--- config.mk ---
export PLATFORM = sky130hd
export DESIGN_NAME = policy_generator_flat
export DESIGN_NICKNAME = d
export VERILOG_FILES = /design/src/rtl/policy_generator_if.sv /design/src/rtl/policy_generator.sv /design/src/flat_wrapper.sv
export SDC_FILE = /design/constraint.sdc
export NUM_CORES = 1
export LEC_CHECK = 0
export CAP_MARGIN = 5
export CORE_ASPECT_RATIO = 1.5
export CORE_MARGIN = 2
export CORE_UTILIZATION = 50
export DETAILED_ROUTE_END_ITERATION = 12
export MAX_ROUTING_LAYER = met4
export PLACE_DENSITY = 0.75
export SYNTH_ARGS = -nofsm -noshare
export SYNTH_HDL_FRONTEND = slang
export SYNTH_SLANG_ARGS = --single-unit
--- constraint.sdc ---
create_clock -name clk -period 6.3 [get_ports clk]
set_clock_uncertainty 0.15 [all_clocks]
set_input_delay 1.26 -clock clk [delete_from_list [all_inputs] [get_ports clk]]
set_output_delay 1.26 -clock clk [all_outputs]
set_load 0.005 [all_outputs]
--- src/rtl/policy_generator_if.sv ---
// Q-value / action bundle between the Q-table banks, the policy stage and its consumer.
// Latency: none, this is only a bundle of wires.
// Backpressure: none; every a_valid pulse must be accepted downstream.
// Ports: q_valid, q0..q3 (signed Q(s,a)), mode_learn, epsilon in;
//        a_valid, A, q_max, a_explore out of the policy stage.
interface policy_generator_if #(
  parameter int DW = 32
);
  logic                 q_valid;
  logic signed [DW-1:0] q0;
  logic signed [DW-1:0] q1;
  logic signed [DW-1:0] q2;
  logic signed [DW-1:0] q3;
  logic                 mode_learn;
  logic [15:0]          epsilon;
  logic                 a_valid;
  logic [1:0]           A;
  logic signed [DW-1:0] q_max;
  logic                 a_explore;

  // master drives Q-values and controls; slave is the policy stage
  modport master (
    output q_valid, q0, q1, q2, q3, mode_learn, epsilon,
    input  a_valid, A, q_max, a_explore
  );

  modport slave (
    input  q_valid, q0, q1, q2, q3, mode_learn, epsilon,
    output a_valid, A, q_max, a_explore
  );
endinterface

--- src/rtl/policy_generator.sv ---
// Epsilon-greedy action selection over four signed Q-values with greedy max export.
// Latency: 3 cycles from q_valid to a_valid, one sample per cycle.
// Backpressure: none; bubbles pass through one-for-one.
// Ports: clk, rst (sync active-low), bus (slave side of policy_generator_if).
module policy_generator #(
  parameter int          DW        = 32,
  parameter logic [15:0] LFSR_SEED = 16'hACE1
) (
  input  logic          clk,
  input  logic          rst,
  policy_generator_if.slave bus
);

  // An all-zero seed would lock the LFSR at zero forever
  localparam logic [15:0] SEED = (LFSR_SEED == 16'h0000) ? 16'h0001 : LFSR_SEED;

  logic [15:0] r;

  // Stage 1: pairwise maxima plus sampled controls
  logic                 v1;
  logic signed [DW-1:0] m01;
  logic signed [DW-1:0] m23;
  logic                 i01;
  logic                 i23;
  logic [15:0]          rs1;
  logic                 learn1;
  logic [15:0]          eps1;

  // Stage 2: overall maximum and its index
  logic                 v2;
  logic signed [DW-1:0] m2;
  logic [1:0]           idx2;
  logic [15:0]          rs2;
  logic                 learn2;
  logic [15:0]          eps2;

  logic                 explore;
  logic                 hi_wins;

  // rs is never zero, so eps == 0 can never explore
  assign explore = learn2 && (rs2 < eps2);
  // strict compare: ties keep the lower-index pair
  assign hi_wins = (m23 > m01);

  always_ff @(posedge clk) begin
    if (!rst) begin
      r             <= SEED;
      v1            <= 1'b0;
      m01           <= '0;
      m23           <= '0;
      i01           <= 1'b0;
      i23           <= 1'b0;
      rs1           <= '0;
      learn1        <= 1'b0;
      eps1          <= '0;
      v2            <= 1'b0;
      m2            <= '0;
      idx2          <= '0;
      rs2           <= '0;
      learn2        <= 1'b0;
      eps2          <= '0;
      bus.a_valid   <= 1'b0;
      bus.A         <= 2'd0;
      bus.q_max     <= '0;
      bus.a_explore <= 1'b0;
    end else begin
      // Galois right-shift LFSR, free-running
      r <= {1'b0, r[15:1]} ^ (r[0] ? 16'hB400 : 16'h0000);

      v1 <= bus.q_valid;
      if (bus.q_valid) begin
        // strict compares so ties resolve to the lower action
        m01    <= (bus.q1 > bus.q0) ? bus.q1 : bus.q0;
        i01    <= (bus.q1 > bus.q0);
        m23    <= (bus.q3 > bus.q2) ? bus.q3 : bus.q2;
        i23    <= (bus.q3 > bus.q2);
        rs1    <= r;
        learn1 <= bus.mode_learn;
        eps1   <= bus.epsilon;
      end

      v2 <= v1;
      if (v1) begin
        m2     <= hi_wins ? m23 : m01;
        idx2   <= hi_wins ? {1'b1, i23} : {1'b0, i01};
        rs2    <= rs1;
        learn2 <= learn1;
        eps2   <= eps1;
      end

      bus.a_valid <= v2;
      if (v2) begin
        bus.A         <= explore ? rs2[1:0] : idx2;
        bus.q_max     <= m2;
        bus.a_explore <= explore;
      end
    end
  end

endmodule
--- src/flat_wrapper.sv ---
// flat-port wrapper written by rule: the top's interface ports become plain ports
module policy_generator_flat 
#(
  parameter int          DW        = 32,
  parameter logic [15:0] LFSR_SEED = 16'hACE1
)
  (clk, rst, bus_q_valid, bus_q0, bus_q1, bus_q2, bus_q3, bus_mode_learn, bus_epsilon, bus_a_valid, bus_A, bus_q_max, bus_a_explore);
  policy_generator_if #(.DW(DW)) bus_i ();
  input  logic clk;
  input  logic rst;
  input wire logic [$bits(bus_i.q_valid)-1:0] bus_q_valid;
  input wire logic [$bits(bus_i.q0)-1:0] bus_q0;
  input wire logic [$bits(bus_i.q1)-1:0] bus_q1;
  input wire logic [$bits(bus_i.q2)-1:0] bus_q2;
  input wire logic [$bits(bus_i.q3)-1:0] bus_q3;
  input wire logic [$bits(bus_i.mode_learn)-1:0] bus_mode_learn;
  input wire logic [$bits(bus_i.epsilon)-1:0] bus_epsilon;
  output wire logic [$bits(bus_i.a_valid)-1:0] bus_a_valid;
  output wire logic [$bits(bus_i.A)-1:0] bus_A;
  output wire logic [$bits(bus_i.q_max)-1:0] bus_q_max;
  output wire logic [$bits(bus_i.a_explore)-1:0] bus_a_explore;
  assign bus_i.q_valid = bus_q_valid;
  assign bus_i.q0 = bus_q0;
  assign bus_i.q1 = bus_q1;
  assign bus_i.q2 = bus_q2;
  assign bus_i.q3 = bus_q3;
  assign bus_i.mode_learn = bus_mode_learn;
  assign bus_i.epsilon = bus_epsilon;
  assign bus_a_valid = bus_i.a_valid;
  assign bus_A = bus_i.A;
  assign bus_q_max = bus_i.q_max;
  assign bus_a_explore = bus_i.a_explore;
  policy_generator #(.DW(DW), .LFSR_SEED(LFSR_SEED)) u_core (.clk(clk), .rst(rst), .bus(bus_i));
endmodule
* Word-level counts from Yosys, hierarchy flattened
Index checks and enable logic that the tools add are counted.
Cells by class: order comparisons 4, multiplexer cells 6, bitwise operators 1, reduce and logical (&&, ||, !) cells 1
Operators with widths (number):
- $gt 32x32->1 | 3
- $mux 32 | 3
- $lt 16x16->1 | 1
- $mux 16 | 1
- $xor 15x16->16 | 1
- $mux 2 | 2
- $logic_and 1x1->1 | 1
Word-level totals: register bits after elaboration 220, input port bits 148, output and inout port bits 36, logic and storage cells 31

* Longest topological paths before layout
Gate-level depths: netlist of run 1.
depth after elaboration 3, depth in mapped cells 12, mapped depth without buffers 9

* Worst setup path after synthesis of run 1
OpenSTA, ideal clock, no wires.
kind input-to-reg, from input port bus_q0[17], to register u_core.m01[1], library setup time 152 ps, arrival 3259 ps, required time 5998 ps, path slack 2739 ps, stages 10, path buffers 1, cells stage by stage inv_1 > ha_1 > a21oi_1 > o21ai_1 > a221o_1 > a2111oi_4 > nand3_1 > buf_2 > a41oi_2 > a221oi_2
Between the ends: longest elaborated chain between the ends 2
Ends and longest elaborated chain:
- start, declared | line flat_wrapper.sv:12 | input wire logic [$bits(bus_i.q0)-1:0] bus_q0;
- $gt 32x32->1 | line policy_generator.sv:73 | m01 <= (bus.q1 > bus.q0) ? bus.q1 : bus.q0;
- $mux 32 | line policy_generator.sv:73
- end signal, assigned | line policy_generator.sv:73
- end, declared | line policy_generator.sv:21 | logic signed [DW-1:0] m01;
No other way between the ends. A chain may end at the register's enable or synchronous reset.

* Final worst setup path of run 1
from input port bus_q0[14], to register u_core.m01[15]
Same word-level chain as after synthesis.

==> flow_summary.toml, run 1 <==
[pwr]
p_sw_uw = 1090
p_int_uw = 2610
comb_power_share_pct = 21.3
pwr-share-seq_pct = 41.7
p_clk_share_pct = 37.0
p_sw_share_pct = 29.4
power_leakage_uw = 0.00598
p_per_area_mw_per_mm2 = 249
peakVddDrop_uv = 274

[placement]
gp_congestion = 0.859
dp.cells = 1746
port_buffers = 183
dp_hpwl_microns = 24000

[clock_tree]
cts_resized = 0
path_clk_slew_ps = 70
cts_buffers = 22
htree_num_levels = 1
insertion_delay_ps = 530
ctsHoldBuffers = 0
clockRootBuffer = "clkbuf_16"
clockBufferDepth = 3
cts_sinks = 220
cts_tree = "yes"
cts_setup_buffers = 0

[timing]
worst_slew_pin_slew_ps = 1090
hold_viol_final = 0
relSlewSlack_pct = 27.1
max_freq_ghz = 0.216
rsz0062_at_grt = "no"
min_period_ps = 4620
setup_viol = 0
tns_ps = 0
period_share_pct = 73.4
drv_slew = 0

[drt]
route.detailed.vias_per_inst = 5.91
post-route-drc-count = 0
antenna_left = 0
first_pass_iters = 5
num_vias = 10500
drt_iter0_markers = 561
wirelength_microns = 34200
drt-wirelength-per-cell_microns = 19.2

[floorplanning]
boundaryPins = 184
start_util_pct = 50.5
die_area_sq_mm = 0.0257
rows = 70
die_x_microns = 132
fp.dieH_microns = 195
core_region_area_sq_mm = 0.0242

[synthesis]
synth_most_common_cell = "dfxtp_1"
synth.distinct_cells = 51
yosysWarnings = 0
ys_seq_area_share_pct = 36.0
synth-seq-cells = 220
netlist_top_cells_count = "dfxtp_1 (220), nor2_1 (143), inv_1 (117)"
synth_top_area_share_pct = 36.0
ys_top_cells_by_area = "dfxtp_1 (36%), ha_1 (11%), mux2i_1 (8.0%)"
syn_inst = 1323
syn_nets = 1582
async_reset_ff_share_pct = 0
synth_flop_cell = "dfxtp_1"
syn_avg_cell_area_sq_um = 9.24
synth_edf_count = 0
netlist_area_sq_mm = 0.0122
yosysTopAreaCell = "dfxtp_1"

[critical_path]
cp_max_fo = 17
startpoint_type = "input pin"
crit_type = "input pin to register"
end_kind = "register"
cp.required_ps = 6560
cp.arrival_ps = 4880
ff2ff_path_depth = 10

[global_route]
gr-usage-all-layers_pct = 26.9
grt_pass1_vias = 10700
grt_pass1_wl_microns = 54900
antenna_found_initial = 0
gr-total-overflow = 0
grt_max_degree = 86

[final_layout]
area_growth_pct = 21.8
diodes = 0
final_util_pct = 61.6
drive_gt1_share_pct = 10.5
finalNonFillerCells = 1785
nNetsFinal = 1705

[min_path]
hold_depth = 1
hold_path.class = "register to register"

[job]
max_cap_viol_count = 0

[status]
status = "completed"
-- flip-flops by register name, summed over array words and instances (netlist names), 2 cells and up --
register / count
u_core.rs2: 16
u_core.r: 16
u_core.m2: 32
u_core.eps2: 16
u_core.eps1: 16
u_core.rs1: 16
u_core.idx2: 2
u_core.m23: 32
u_core.bus.A: 2
u_core.bus.q_max: 32
u_core.m01: 32
-- power by group through the flow --
stage	clock network (uW)	registers, uW	logic, uW
after global placement	0	1570	760
after CTS	1390	1540	783
final	1370	1540	788
after detailed placement	0	1570	779
after floorplan	0	1540	539
after global routing	1440	1550	866
-- cells in the final DEF, fill, tap and decap left out, drive strengths merged, types with 4 or more instances in the layout --
master and count:
a21oi 75, buf 19, nor3 4, and3 4
clkinv 4, nand2 19, nor2 143, a211oi 66
nor2b 7, inv 119, o211ai 6, a221oi 32
dfxtp 220, mux2i 98, ha 111, and2 8
a2111oi 4, nand3 84, clkdlybuf4s50 181, a21o 22
clkbuf 31, o21ai 76, and4 5, nand4 19
a41oi 67, nand2b 7
-- critical path, cell delays in order --
cell	delay (ps)
clkdlybuf4s50_1	480
inv_1	50
ha_1	300
nand4_1	260
nor3_1	690
a21boi_1	350
o41ai_2	170
nand3_2	440
buf_4	380
a41oi_1	170
a221oi_1	330
-- through the flow --
step	worst slack (ps)	hold WS (ps)	total power, uW	area (sq um)
after CTS	1700	302	3720	14900
after detailed placement	1180	282	2350	14100
after floorplan	2740	261	2080	12200
final	1680	298	3700	14900
after global placement	1270	281	2330	14100
after global routing	1610	325	3860	14900
-- cell families (layout without fill, tap and decap cells) --
group	Yosys count	in the layout	share of synthesized area, %
simple gates	306	306	11.6
flops	220	220	36.0
buf+inv	221	359	7.48
xor+xnor	3	3	0.215
fa+ha+maj	111	111	11.4
mux	98	98	8.03
compound gates	364	364	25.3
-- cell type report --
class	instances	area, sq um
multi-input combinational	882	6910
fill	2153	9290
sequential	220	4410
clock buffer	31	656
inverter	120	455
tap	324	405
timing repair buffer	200	1950
clock inverter	8	97.6
-- layer usage --
metal  GRT usage [%]  share of wire, %  vias to the layer above
li1                -                 -                     5071
met1            29.2                38                     4983
met2            46.7                50                      389
met3            5.14               7.1                      102
met4            13.4               4.9                        0
met5               -                 0                        -
-- worst paths after layout --
path,startpoint,end,slack (ps)
min,u_core.r[12]$_SDFF_PN0_,u_core.r[11]$_SDFF_PN1_,300
max reg2reg,u_core.m01[14]$_SDFFE_PN0P_,u_core.m2[25]$_SDFFE_PN0P_,2530
max,bus_q0[14],u_core.m01[15]$_SDFFE_PN0P_,1680
min reg2reg,u_core.r[12]$_SDFF_PN0_,u_core.r[11]$_SDFF_PN1_,300
(Power assumes the default switching activity.)
==> inputs of run 2 (changes only) <==
--- a/config.mk
+++ b/config.mk
@@ -11,7 +11,7 @@
 export CORE_UTILIZATION = 50
 export DETAILED_ROUTE_END_ITERATION = 12
 export MAX_ROUTING_LAYER = met4
-export PLACE_DENSITY = 0.75
+export PLACE_DENSITY = 0.78
 export SYNTH_ARGS = -nofsm -noshare
 export SYNTH_HDL_FRONTEND = slang
 export SYNTH_SLANG_ARGS = --single-unit
==> constraint.sdc (replaced) <==
create_clock -name clk -period 3.85 [get_ports clk]
set_clock_uncertainty 0.15 [all_clocks]
set_input_delay 0.77 -clock clk [delete_from_list [all_inputs] [get_ports clk]]
set_output_delay 0.77 -clock clk [all_outputs]
set_load 0.005 [all_outputs]
==> flow_summary.toml, run 2 (synthesis results as in run 1) <==
[timing]
drv_slew = 0
min_period_ps = 3320
hold_viol_final = 0
relSlewSlack_pct = 26.7
setup_viol = 0
max_freq_ghz = 0.301
period_share_pct = 86.3
worst_slew_pin_slew_ps = 1090
tns_ps = 0
rsz0062_at_grt = "no"

[final_layout]
final_common_cell = "dfxtp_1"
finalNonFillerCells = 1825
diodes = 0
drive_gt1_share_pct = 13.1
final_cell_mix = "dfxtp_1 (218), clkdlybuf4s50_1 (181), nor2_1 (143)"
design_area_sq_mm = 0.0153
area_growth_pct = 25.5
nNetsFinal = 1746

[clock_tree]
cts_tree = "yes"
cts_resized = 0
htree_num_levels = 1
insertion_delay_ps = 510
cts_sinks = 220
clockBufferDepth = 3
cts_setup_buffers = 0
ctsHoldBuffers = 0
path_clk_slew_ps = 70
cts_buffers = 21
clockRootBuffer = "clkbuf_16"

[floorplanning]
fp.dieH_microns = 195
die_area_sq_mm = 0.0257
boundaryPins = 184
die_x_microns = 132
start_util_pct = 50.5
rows = 70
core_region_area_sq_mm = 0.0242

[drt]
route.detailed.vias_per_inst = 5.80
drt-wirelength-per-cell_microns = 18.6
wirelength_microns = 34000
antenna_left = 0
first_pass_iters = 5
num_vias = 10600
post-route-drc-count = 0
drt_iter0_markers = 599

[global_route]
gr-usage-all-layers_pct = 26.5
grt_max_degree = 112
gr-total-overflow = 0
grt_pass1_wl_microns = 54700
grt_pass1_vias = 10700
antenna_found_initial = 0

[pwr]
power_leakage_uw = 0.00624
peakVddDrop_uv = 451
p_per_area_mw_per_mm2 = 401
p_total_uw = 6160

[min_path]
hold_path.class = "register to register"
min_from = "u_core.r[7]$_SDFF_PN1_"

[critical_path]
cp.arrival_ps = 3530
crit_type = "input pin to register"
crit_start = "bus_q1[17]"
startpoint_type = "input pin"
cp.required_ps = 4060
timing.rr.start = "u_core.m01[17]$_SDFFE_PN0P_"
cp_max_fo = 24
end_kind = "register"

[status]
status = "completed"

[placement]
place_area_sq_mm = 0.0146
dp_hpwl_microns = 24300
gp_congestion = 0.894
dp.cells = 1788
port_buffers = 183

[job]
max_cap_viol_count = 0
==> run 2: changes by cell type in the layout (fill, tap and decap cells not counted), moves of 2 or more <==
| cell | delta |
|---|---|
| buf_12 | +11 |
| buf_4 | +31 |
| bufinv_16 | +2 |
| clkbuf_1 | -3 |
| clkbuf_16 | -2 |
| clkinv_2 | +2 |
| clkinvlp_4 | -2 |
| inv_6 | +2 |
==> run 2: cell type report <==
type / count / area, sq um
fillers: 2034 / 8840
inverters: 120 / 455
repair buffers: 242 / 2400
well taps: 324 / 405
clock buffers: 25 / 581
multi-input cells: 882 / 6910
flip-flops and latches: 220 / 4410
clock inverters: 12 / 170
==> run 2: where the power goes <==
group | total, uW | switching, uW | internal (uW)
sequential | 2530 | 106 | 2420
clock | 2260 | 908 | 1350
combinational | 1370 | 759 | 614
total | 6160 | 1770 | 4380
==> run 2: per-layer routing <==
metal / vias to the layer above / routed length, microns / GRT usage, %
met5: - / 0 / -
met4: 0 / 1670 / 12.4
met3: 97 / 1780 / 4.05
met2: 338 / 17000 / 46.8
met1: 5007 / 13500 / 29.1
li1: 5152 / - / -
==> run 2: through the flow <==
stage	worst slack (ps)	hold WS, ps	util, %
floorplan	779	261	-
global placement	55.7	280	60.3
detailed placement	19.2	286	60.3
CTS	541	305	63.4
global route	363	325	63.4
finish	526	303	63.4
==> run 2: worst max-delay path, stage by stage <==
cell             delay [ps]
clkdlybuf4s50_1         500
ha_1                    350
a21oi_1                 150
o21ai_1                  80
a221o_1                 410
a2111oi_4               440
buf_4                   190
nand3_2                 100
buf_12                  220
a41oi_1                 210
a221oi_1                100
==> run 2: final timing paths <==
kind                                                     to  slack, ps  depth (start not counted)
worst max-delay path            u_core.m01[14]$_SDFFE_PN0P_        530                         11
worst min-delay path                 u_core.r[6]$_SDFF_PN1_        300                          1
worst max register to register   u_core.m2[15]$_SDFFE_PN0P_        640                         10
worst min register to register       u_core.r[6]$_SDFF_PN1_        300                          1
==> inputs of run 3 (changes only) <==
--- a/config.mk
+++ b/config.mk
@@ -12,6 +12,7 @@
 export DETAILED_ROUTE_END_ITERATION = 12
 export MAX_ROUTING_LAYER = met4
 export PLACE_DENSITY = 0.78
+export SETUP_SLACK_MARGIN = 0.02
 export SYNTH_ARGS = -nofsm -noshare
 export SYNTH_HDL_FRONTEND = slang
 export SYNTH_SLANG_ARGS = --single-unit
==> constraint.sdc (replaced) <==
create_clock -name clk -period 3.85 [get_ports clk]
set_clock_uncertainty 0.15 [all_clocks]
set_input_delay 0.9625 -clock clk [delete_from_list [all_inputs] [get_ports clk]]
set_output_delay 0.9625 -clock clk [all_outputs]
set_load 0.005 [all_outputs]
==> flow_summary.toml, run 3 (synthesis results as in run 1) <==
[timing]
period_share_pct = 93.5
rsz0062_at_grt = "no"
hold_viol_final = 0
relSlewSlack_pct = 27.5
tns_ps = 0
drv_slew = 0
worst_slew_pin_slew_ps = 1080
min_period_ps = 3600
setup_viol = 0
max_freq_ghz = 0.278

[final_layout]
final_util_pct = 64.4
design_area_sq_mm = 0.0156
finalNonFillerCells = 1864
fill_cells = 2024
nNetsFinal = 1786
final_common_cell = "dfxtp_1"
diodes = 0
final_cell_mix = "dfxtp_1 (218), clkdlybuf4s50_1 (181), nor2_1 (143)"
area_growth_pct = 27.4
drive_gt1_share_pct = 15.1

[clock_tree]
cts_setup_buffers = 0
path_clk_slew_ps = 60
clockRootBuffer = "clkbuf_16"
htree_num_levels = 1
cts_sinks = 220
cts_resized = 0
insertion_delay_ps = 500
ctsHoldBuffers = 0
clockBufferDepth = 3
cts_buffers = 21
cts_tree = "yes"

[drt]
first_pass_iters = 5
drt_iter0_markers = 555
num_vias = 10800
drt-wirelength-per-cell_microns = 18.5
antenna_left = 0
wirelength_microns = 34500
route.detailed.vias_per_inst = 5.79
post-route-drc-count = 0

[placement]
dp.cells = 1828
dp_hpwl_microns = 24900
place_area_sq_mm = 0.0149
gp_congestion = 0.906
port_buffers = 183

[critical_path]
path_cells = "clkdlybuf4s50_1 > inv_1 > ha_1 > a21oi_1 > o21ai_1 > a221o_1 > a2111oi_4 > buf_4 > a211o_2 > buf_4 > nand3_1 > a221oi_2"
crit_path_end = "u_core.m01[30]$_SDFFE_PN0P_"
cp_common_cell = "buf_4"
cp.required_ps = 4110
slowest_delay_ps = 530
ff2ff_setup_slack_ps = 980
startpoint_type = "input pin"
crit_type = "input pin to register"
crit_start = "bus_q0[19]"
cp.arrival_ps = 3860
rr_endpoint = "u_core.m2[21]$_SDFFE_PN0P_"
ff2ff_path_depth = 11
timing.rr.start = "u_core.m01[31]$_SDFFE_PN0P_"
cp_max_fo = 8
cp_slowest_cell = "a2111oi_4"
end_kind = "register"

[pwr]
p_per_area_mw_per_mm2 = 387
pwr-share-seq_pct = 42.0
comb_power_share_pct = 23.2
p_clk_share_pct = 34.8
p_sw_uw = 1750
p_int_uw = 4260
power_leakage_uw = 0.00639
peakVddDrop_uv = 452
p_sw_share_pct = 29.1

[floorplanning]
core_region_area_sq_mm = 0.0242
boundaryPins = 184
die_area_sq_mm = 0.0257
rows = 70
fp.dieH_microns = 195
die_x_microns = 132
start_util_pct = 50.5

[global_route]
antenna_found_initial = 0
grt_max_degree = 85
grt_pass1_wl_microns = 55700
grt_pass1_vias = 11000
gr-total-overflow = 0
gr-usage-all-layers_pct = 27.0

[status]
status = "completed"

[min_path]
hold_path.class = "register to register"

[job]
max_cap_viol_count = 0
==> run 3: cell count changes in the layout (fill, tap and decap cells not counted) <==
cell        change
clkbuf_1        +4
buf_12          -1
inv_6           -2
buf_4          +41
bufinv_16       -2
clkinvlp_4      +2
clkinv_2        -3
==> run 3: layout make-up <==
cell class              instances  area (sq um)  area share [%]
multi-input cells             882          6910            44.4
flip-flops and latches        220          4410            28.3
repair buffers                282          2690            17.3
clock buffers                  29           596            3.83
inverters                     120           455            2.93
well taps                     324           405            2.61
clock inverters                 7          92.6           0.595
==> run 3: per-layer routing <==
layer	GRT usage (%)	wire (microns)
met1	29.6	13500
met2	47.9	17500
met3	3.76	1850
met4	13.0	1670
met5	-	0
==> run 3: power by group through the flow <==
stage	Sequential [uW]	Combinational (uW)	Clock [uW]
final	2530	1400	2090
after detailed placement	2570	1380	0
after global routing	2540	1530	2200
after floorplan	2530	882	0
after CTS	2520	1390	2120
after global placement	2570	1340	0
==> run 3: per-stage QoR <==
stage	hold slack (ps)	total power, uW	setup WS [ps]
2_1_floorplan	261	3410	587
3_3_place_gp	281	3910	-150
3_5_place_dp	278	3950	-216
4_1_cts	303	6040	286
5_1_grt	316	6270	67.1
6_report	298	6020	249
==> run 3: how the worst min path moves through the flow <==
stage,startpoint,endpoint,depth (start not counted),slack [ps]
2_1_floorplan,u_core.r[1]$_SDFF_PN0_,u_core.r[0]$_SDFF_PN1_,1,260
3_3_place_gp,u_core.r[7]$_SDFF_PN1_,u_core.r[6]$_SDFF_PN1_,1,280
3_5_place_dp,u_core.r[12]$_SDFF_PN0_,u_core.r[11]$_SDFF_PN1_,1,280
4_1_cts,u_core.r[1]$_SDFF_PN0_,u_core.r[0]$_SDFF_PN1_,1,300
5_1_grt,u_core.r[12]$_SDFF_PN0_,u_core.r[11]$_SDFF_PN1_,1,320
6_report,u_core.r[1]$_SDFF_PN0_,u_core.r[0]$_SDFF_PN1_,1,300
==> run 3: worst max-delay path, delay by kind of cell <==
kind | cells | cell delay (ps)
AND/OR/NAND/NOR | 1 | 110
AO/OA/AOI/OAI | 6 | 1590
adder cells (fa/ha/maj) | 1 | 290
buffers and inverters | 4 | 900
